===== config.mk =====
export PLATFORM = sky130hd
export DESIGN_NAME = array_pair_compare
export DESIGN_NICKNAME = d
export VERILOG_FILES = /design/src/rtl/array_pair_compare.sv
export SDC_FILE = /design/constraint.sdc
export NUM_CORES = 1
export LEC_CHECK = 0
export ABC_AREA = 1
export BUFFER_PORTS_ARGS = -buffer_cell sky130_fd_sc_hd__buf_2
export CORE_UTILIZATION = 49
export DETAILED_ROUTE_END_ITERATION = 10
export PLACE_DENSITY_LB_ADDON = 0.12
export SYNTH_ARGS = -nofsm -noshare
export SYNTH_HDL_FRONTEND = slang
export SYNTH_SLANG_ARGS = --single-unit

===== constraint.sdc =====
create_clock -name clk -period 1 [get_ports clk]
set_input_delay 0.2 -clock clk [delete_from_list [all_inputs] [get_ports clk]]
set_output_delay 0.2 -clock clk [all_outputs]
set_load 0.02 [all_outputs]

===== src/rtl/array_pair_compare.sv =====
// Collects DEPTH element pairs into arrays A and B, compares them one index per
// cycle, and presents match / mismatch count / first mismatch index on a valid/ready port.
module array_pair_compare #(
    parameter int DEPTH = 2,
    parameter int WIDTH = 1,
    parameter int IDXW  = $clog2(DEPTH),
    parameter int CNTW  = $clog2(DEPTH + 1)
) (
    input  logic             clk,
    input  logic             rst_n,
    input  logic             clear_i,
    input  logic             in_valid_i,
    output logic             in_ready_o,
    input  logic [WIDTH-1:0] in_a_i,
    input  logic [WIDTH-1:0] in_b_i,
    output logic             res_valid_o,
    input  logic             res_ready_i,
    output logic             res_match_o,
    output logic [CNTW-1:0]  res_mismatch_cnt_o,
    output logic [IDXW-1:0]  res_first_idx_o,
    output logic             busy_o
);

    typedef enum logic [1:0] {LOAD, COMPARE, REPORT} state_t;

    state_t           state_q;
    logic [IDXW-1:0]  idx_q;
    logic [WIDTH-1:0] a_q [DEPTH];
    logic [WIDTH-1:0] b_q [DEPTH];
    logic [CNTW-1:0]  cnt_q;
    logic [IDXW-1:0]  first_q;
    logic             found_q;
    logic             done_q;
    logic             in_ready_q;
    logic             res_valid_q;
    logic             res_match_q;
    logic [CNTW-1:0]  res_cnt_q;
    logic [IDXW-1:0]  res_first_q;
    logic             busy_q;
    logic             mism_d;
    logic             last_d;

    assign mism_d = (a_q[idx_q] != b_q[idx_q]);
    assign last_d = (idx_q == IDXW'(DEPTH - 1));

    // done_q marks that every index has been compared; the following cycle
    // registers the result, giving the fixed DEPTH+1 latency to res_valid.
    always_ff @(posedge clk or negedge rst_n) begin
        if (!rst_n) begin
            state_q     <= LOAD;
            idx_q       <= '0;
            for (int i = 0; i < DEPTH; i++) begin
                a_q[i] <= '0;
                b_q[i] <= '0;
            end
            cnt_q       <= '0;
            first_q     <= '0;
            found_q     <= 1'b0;
            done_q      <= 1'b0;
            in_ready_q  <= 1'b0;
            res_valid_q <= 1'b0;
            res_match_q <= 1'b0;
            res_cnt_q   <= '0;
            res_first_q <= '0;
            busy_q      <= 1'b0;
        end else if (clear_i) begin
            state_q     <= LOAD;
            idx_q       <= '0;
            cnt_q       <= '0;
            first_q     <= '0;
            found_q     <= 1'b0;
            done_q      <= 1'b0;
            in_ready_q  <= 1'b1;
            res_valid_q <= 1'b0;
            res_match_q <= 1'b0;
            res_cnt_q   <= '0;
            res_first_q <= '0;
            busy_q      <= 1'b0;
        end else begin
            case (state_q)
                LOAD: begin
                    in_ready_q <= 1'b1;
                    if (in_valid_i && in_ready_q) begin
                        a_q[idx_q] <= in_a_i;
                        b_q[idx_q] <= in_b_i;
                        if (last_d) begin
                            idx_q      <= '0;
                            state_q    <= COMPARE;
                            in_ready_q <= 1'b0;
                            busy_q     <= 1'b1;
                            cnt_q      <= '0;
                            first_q    <= '0;
                            found_q    <= 1'b0;
                            done_q     <= 1'b0;
                        end else begin
                            idx_q <= idx_q + IDXW'(1);
                        end
                    end
                end
                COMPARE: begin
                    if (!done_q) begin
                        if (mism_d) begin
                            cnt_q <= cnt_q + CNTW'(1);
                            if (!found_q) begin
                                first_q <= idx_q;
                                found_q <= 1'b1;
                            end
                        end
                        if (last_d) begin
                            idx_q  <= '0;
                            done_q <= 1'b1;
                        end else begin
                            idx_q <= idx_q + IDXW'(1);
                        end
                    end else begin
                        state_q     <= REPORT;
                        done_q      <= 1'b0;
                        res_valid_q <= 1'b1;
                        res_match_q <= (cnt_q == '0);
                        res_cnt_q   <= cnt_q;
                        res_first_q <= first_q;
                    end
                end
                REPORT: begin
                    if (res_ready_i) begin
                        state_q     <= LOAD;
                        res_valid_q <= 1'b0;
                        in_ready_q  <= 1'b1;
                        busy_q      <= 1'b0;
                        cnt_q       <= '0;
                        first_q     <= '0;
                        found_q     <= 1'b0;
                    end
                end
                default: state_q <= LOAD;
            endcase
        end
    end

    assign in_ready_o         = in_ready_q;
    assign res_valid_o        = res_valid_q;
    assign res_match_o        = res_match_q;
    assign res_mismatch_cnt_o = res_cnt_q;
    assign res_first_idx_o    = res_first_q;
    assign busy_o             = busy_q;

endmodule

# After elaboration in Yosys (flattened, before gate mapping)

Index checks and enable logic that the tools add are counted.

Add/sub/neg operators: 2
Multipliers: 0
Divide/modulo/power cells: 0
Magnitude comparators: 2
Equal/unequal tests: 10
Shift-type cells: 0
Multiplexer cells: 64
Bitwise operators: 2
Reductions and logical operators: 20

Operators with widths:

| kind                                                                  | count |
|---|---|
| 1-bit 2-to-1 mux                                                      | 39 |
| 2-bit 2-to-1 mux                                                      | 13 |
| 3-bit inequality test (second input constant)                         | 7 |
| 2-bit one-hot mux with 3 select lines                                 | 2 |
| 3-bit AND reduction                                                   | 4 |
| 1-bit one-hot mux with 2 select lines                                 | 5 |
| 3-bit nonzero test                                                    | 3 |
| 4-bit AND reduction                                                   | 2 |
| 7-bit AND reduction                                                   | 1 |
| 1-bit one-hot mux with 3 select lines                                 | 2 |
| 6-bit AND reduction                                                   | 1 |
| 2-bit bitwise mux                                                     | 2 |
| 2-bit zero test                                                       | 2 |
| 2-bit AND reduction                                                   | 2 |
| 2-bit nonzero test                                                    | 2 |
| 4-bit nonzero test                                                    | 1 |
| 2-bit by 1-bit adder with 2-bit output (second input constant)        | 1 |
| 2-bit by 1-bit == test with 1-bit output (second input constant)      | 1 |
| 2-bit == test (second input constant)                                 | 1 |
| 2-bit greater-or-equal comparator (second input constant)             | 1 |
| 1-bit logical AND                                                     | 2 |
| 2-bit by 1-bit < comparator with 1-bit output (second input constant) | 1 |
| 1-bit NOT with 2-bit output                                           | 1 |
| 1-bit adder (second input constant)                                   | 1 |
| 3 further kinds                                                       | 3 |

Register bits: 19
Bits in latches: 0
Bits in writable memories: 0
Memory bits (read-only): 0
Bits of input ports: 7
Word-level logic and storage cells: 116
Memories kept: 0

# Depth between registers and ports, before layout

Depth in word-level cells: 9
Gate-level depth with buffers: 9

# Worst setup path before layout

Ideal clock, no wire load.

Path kind: flip-flop to flip-flop
Start point: reg in_ready_q (netlist: in_ready_o)
End point: reg cnt_q[0]
Arrival: 1.071 ns
Data required time: 0.884 ns
Slack: -0.188 ns
Stages on the path, launching flop included: 8
Path buffers: 0
Cell sequence: dfrtp_1 -> nand3_1 -> nand3_2 -> nand3_4 -> inv_2 -> nand2_2 -> nand2_1 -> nand2_1

Word-level cells in the longest chain between the ends: 3

Ends and longest elaborated chain:

| what                            | RTL line | source |
|---|---|---|
| from (decl)                     | 34       | `logic in_ready_q;` |
| from (signal assigned)          | 60       | `in_ready_q <= 1'b0;` |
| from (signal assigned)          | 73       | `in_ready_q <= 1'b1;` |
| from (signal assigned)          | 82       | `in_ready_q <= 1'b1;` |
| 1-bit logical AND               | 83       | `if (in_valid_i && in_ready_q) begin` |
| 3-bit inequality test (no line) | -        |  |
| 6-bit AND reduction (no line)   | -        |  |
| to (signal assigned)            | 103      | `cnt_q <= cnt_q + CNTW'(1);` |
| to (decl)                       | 30       | `logic [CNTW-1:0] cnt_q;` |

No other way between the ends.
A chain may end at the register's enable or synchronous reset.

# Worst setup path after layout

Start point: reg state_q[1]
End point: reg idx_q

Word-level cells in the longest chain between the ends: 3
Elaborated cells on any way between the ends: 8
Classes of those cells: 3 x eq/ne; 2 x mux; 3 x reduce/logical

Ends and longest elaborated chain:

| what                                                                        | RTL line | source |
|---|---|---|
| from (decl)                                                                 | 26       | `state_t state_q;` |
| from (signal assigned)                                                      | 50       | `state_q <= LOAD;` |
| from (signal assigned)                                                      | 67       | `state_q <= LOAD;` |
| from (signal assigned)                                                      | 88       | `state_q <= COMPARE;` |
| 2-bit by 1-bit == test with 1-bit output or 2-bit zero test (tied branches) | 80       | `case (state_q)` |
| 3-bit inequality test (no line) (tied with other cells)                     | -        |  |
| 3-bit AND reduction (no line) or 1-bit 2-to-1 mux (tied branches)           | -        |  |
| to (signal assigned)                                                        | 96       | `idx_q <= idx_q + IDXW'(1);` |
| to (signal assigned)                                                        | 113      | `idx_q <= idx_q + IDXW'(1);` |
| to (decl)                                                                   | 27       | `logic [IDXW-1:0] idx_q;` |

Parallel ways exist; a longest one is shown, timed or not.

==> metrics.cfg <==
[status]
outcome=finished, violations left
violations=setup timing

[critical_path]
rr_startpoint=state_q[1]$_DFFE_PN0P_
critPathCaptureType=register
crit_buf_inv=0
cp_max_fo=4
r2r_slack_ns=-0.28
critical_path_required_ns=1.20
worstPathArrival_ns=1.47
start_kind=register
crit_top_cell=o21ai_1
worst-r2r-cell-count=6
crit_type=register to register
slowest_stage=dfrtp_2
worst_path_largest_cell_delay_ns=0.46
crit_family=flip-flops
r2r-end=idx_q$_DFFE_PN0P_
path_cells=nor2_4, nand2_4, o21ai_1, nor2_1, nand2_1, o21ai_1

[global_route]
grt_max_degree=20
gr-total-overflow=0
grt_usage_pct=23.08
grt_pass1_wl_um=3450
antenna_found_initial=0
grt_pass1_vias=835

[die]
rows=16
start_util_pct=51.80
die_width_um=47.31
dieArea_mm2=0.002238
die_h_um=47.31
ios=14
core_mm2=0.001942

[pwr]
vdd_drop_max_v=0.001305
cellLeakagePower_uw=0.0007619
power_per_cell_area_mw_per_mm2=1461

[sta]
final.setup_skew_ns=0.005455
fin_crit_ns=1.278
setup-violations-final=26
max_freq_mhz=782.8
worst_slew_pin_slew_ns=0.4107
slew_viol_final=0
rsz0062_at_grt=yes
hold_viol=0
min_period_over_period_pct=127.8
max_slew_margin_pct=72.62
layout_setup_ws_ns=-0.2775

[min_path]
whs_endpoint=a_q[0]$_DFFE_PN0P_
min_from=in_a_i
hold_path.class=primary input to register
hold_path_depth=3

[placed_design]
dp_slack_ns=-0.2135
port_buffers=13
gp_congestion=0.8844
placed_cells=185
dp_hpwl_um=1646

[final_layout]
final_cells=201
final_nets=183
drive_gt1_share_pct=52.30
diodes=0
syn_to_final_growth_pct=54.98
n_fill_cell=124

[route]
drc=0
drtIter0Drc=27
wirelength_um=2580
routedWlPerCell_um=12.84
vias=989
viasPerCell=4.920
ant_nets=0
dr.pass1.iters=4

[clock_network]
path_clk_slew_ns=0.10
htree_levels=1
cts_root_buf=clkbuf_4
clkLatencyLatePin_ns=0.30
tritoncts=yes
clock_path_buffers=2
cts_sinks=19
cts_buffers=3

[job]
cap_violations=0

[synth]
synth_nets=131
syn_avg_cell_area_um2=8.179
synth-seq-cells=19
yosysUniqueCellTypes=22
synth_cells=123
synth_edf_count=0
yosysSeqAreaShare_pct=47.26
synth_warnings=0
netlist_area_mm2=0.001006
synthFlopType=dfrtp_1
async_flop_share_pct=100.0

per-layer routing:
layer | global-route usage, % | wire length, µm
met5 | 0 | 0
met4 | 9.714 | 44
met3 | 4.615 | 111
met2 | 39.18 | 1318
met1 | 28.27 | 1104
cells in the final DEF (no fill, tap or decap), drive strengths merged:
cell type	synthesis	final
inv	23	23
dlygate4sd3	0	1
nand3	12	12
nand2	32	32
o22ai	2	2
o21ai	11	11
buf	1	47
clkbuf	0	4
ha	1	1
nor3	3	3
a21oi	6	6
dfrtp	19	19
nor2	13	13
area by class of cell:
type                            count  area [µm²]  share of cell area (%)
Multi-Input combinational cell     80       529.3                   33.95
Sequential cell                    19       480.5                   30.82
Timing Repair Buffer               48       392.9                   25.20
Inverter                           23       96.34                   6.180
Tap cell                           27       33.78                   2.167
Clock buffer                        4       26.28                   1.685
flip-flops by register name, indices dropped and copies added (netlist names):
register,flops
found_q,1
cnt_q,2
in_ready_o,1
res_valid_o,1
b_q,2
res_first_idx_o,1
idx_q,1
res_mismatch_cnt_o,2
a_q,2
busy_o,1
done_q,1
state_q,2
first_q,1
res_match_o,1
through the flow:
| step | hold WS (ns) | setup TNS, ns | util (%) | total power, µW | cell area (µm²) |
|---|---|---|---|---|---|
| after floorplan | -0.09559 | -0.5845 | - | 1368 | 1017 |
| after global placement | 0.1551 | -2.155 | 65.79 | 1680 | 1277 |
| after detailed placement | 0.1594 | -2.521 | 65.79 | 1710 | 1277 |
| after CTS | 0.1479 | -2.887 | 74.55 | 2186 | 1448 |
| after global routing | 0.1542 | -4.755 | 80.28 | 2417 | 1559 |
| final | 0.1378 | -3.538 | 80.28 | 2277 | 1559 |
power breakdown:
group | internal (µW) | switching, µW | leakage [µW] | total (µW)
combinational | 439 | 473 | 0.000503 | 912
clock | 156 | 233 | 0.0000150 | 389
sequential | 885 | 91.2 | 0.000244 | 977
total | 1480 | 797 | 0.000762 | 2280
cells in the mapped netlist, types with 3 or more instances:
cell      n  share of area (%)
nand2_1  28                 10
o21ai_1   8                4.0
nand3_1   9                4.5
inv_1    15                5.6
inv_2     7                2.6
o21ai_0   3                1.5
dfrtp_1  19                 47
nor2_1    9                3.4
a21oi_1   6                3.0
worst max path at each step:
stage / cells past startpoint / endpoint / startpoint / slack, ns
3_5_place_dp: 7 / res_valid_o$_DFFE_PN0P_ / state_q[1]$_DFFE_PN0P_ / -0.21
6_report: 6 / idx_q$_DFFE_PN0P_ / state_q[1]$_DFFE_PN0P_ / -0.28
3_3_place_gp: 7 / res_valid_o$_DFFE_PN0P_ / state_q[1]$_DFFE_PN0P_ / -0.20
5_1_grt: 6 / idx_q$_DFFE_PN0P_ / state_q[1]$_DFFE_PN0P_ / -0.33
2_1_floorplan: 9 / cnt_q[0]$_DFFE_PN0P_ / state_q[1]$_DFFE_PN0P_ / -0.11
4_1_cts: 6 / cnt_q[1]$_DFFE_PN0P_ / state_q[0]$_DFFE_PN0P_ / -0.18
repair_timing:
action	4_1_cts	5_1_grt
resized for setup	29	20
hold buffers	1	0
endpoints found under the hold margin	19	0
endpoints found under the setup margin	25	25
setup buffers	6	5
pin swaps	2	10
logic make-up (layout without fill, tap and decap cells):
logic type | Yosys count | count (layout) | share of synthesized area (%)
flip-flops | 19 | 19 | 47.26
adder cells (fa/ha/maj) | 1 | 1 | 1.244
buffers and inverters | 24 | 75 | 9.951
AND/OR/NAND/NOR | 60 | 60 | 31.84
AO/OA/AOI/OAI | 19 | 19 | 9.701
worst reg2reg max path, stage by stage, from the launching register on:
cell	delay, ns
dfrtp_2	0.46
nor2_4	0.22
nand2_4	0.10
o21ai_1	0.19
nor2_1	0.09
nand2_1	0.06
o21ai_1	0.05
No activity file was read; power rests on OpenSTA's default activity.
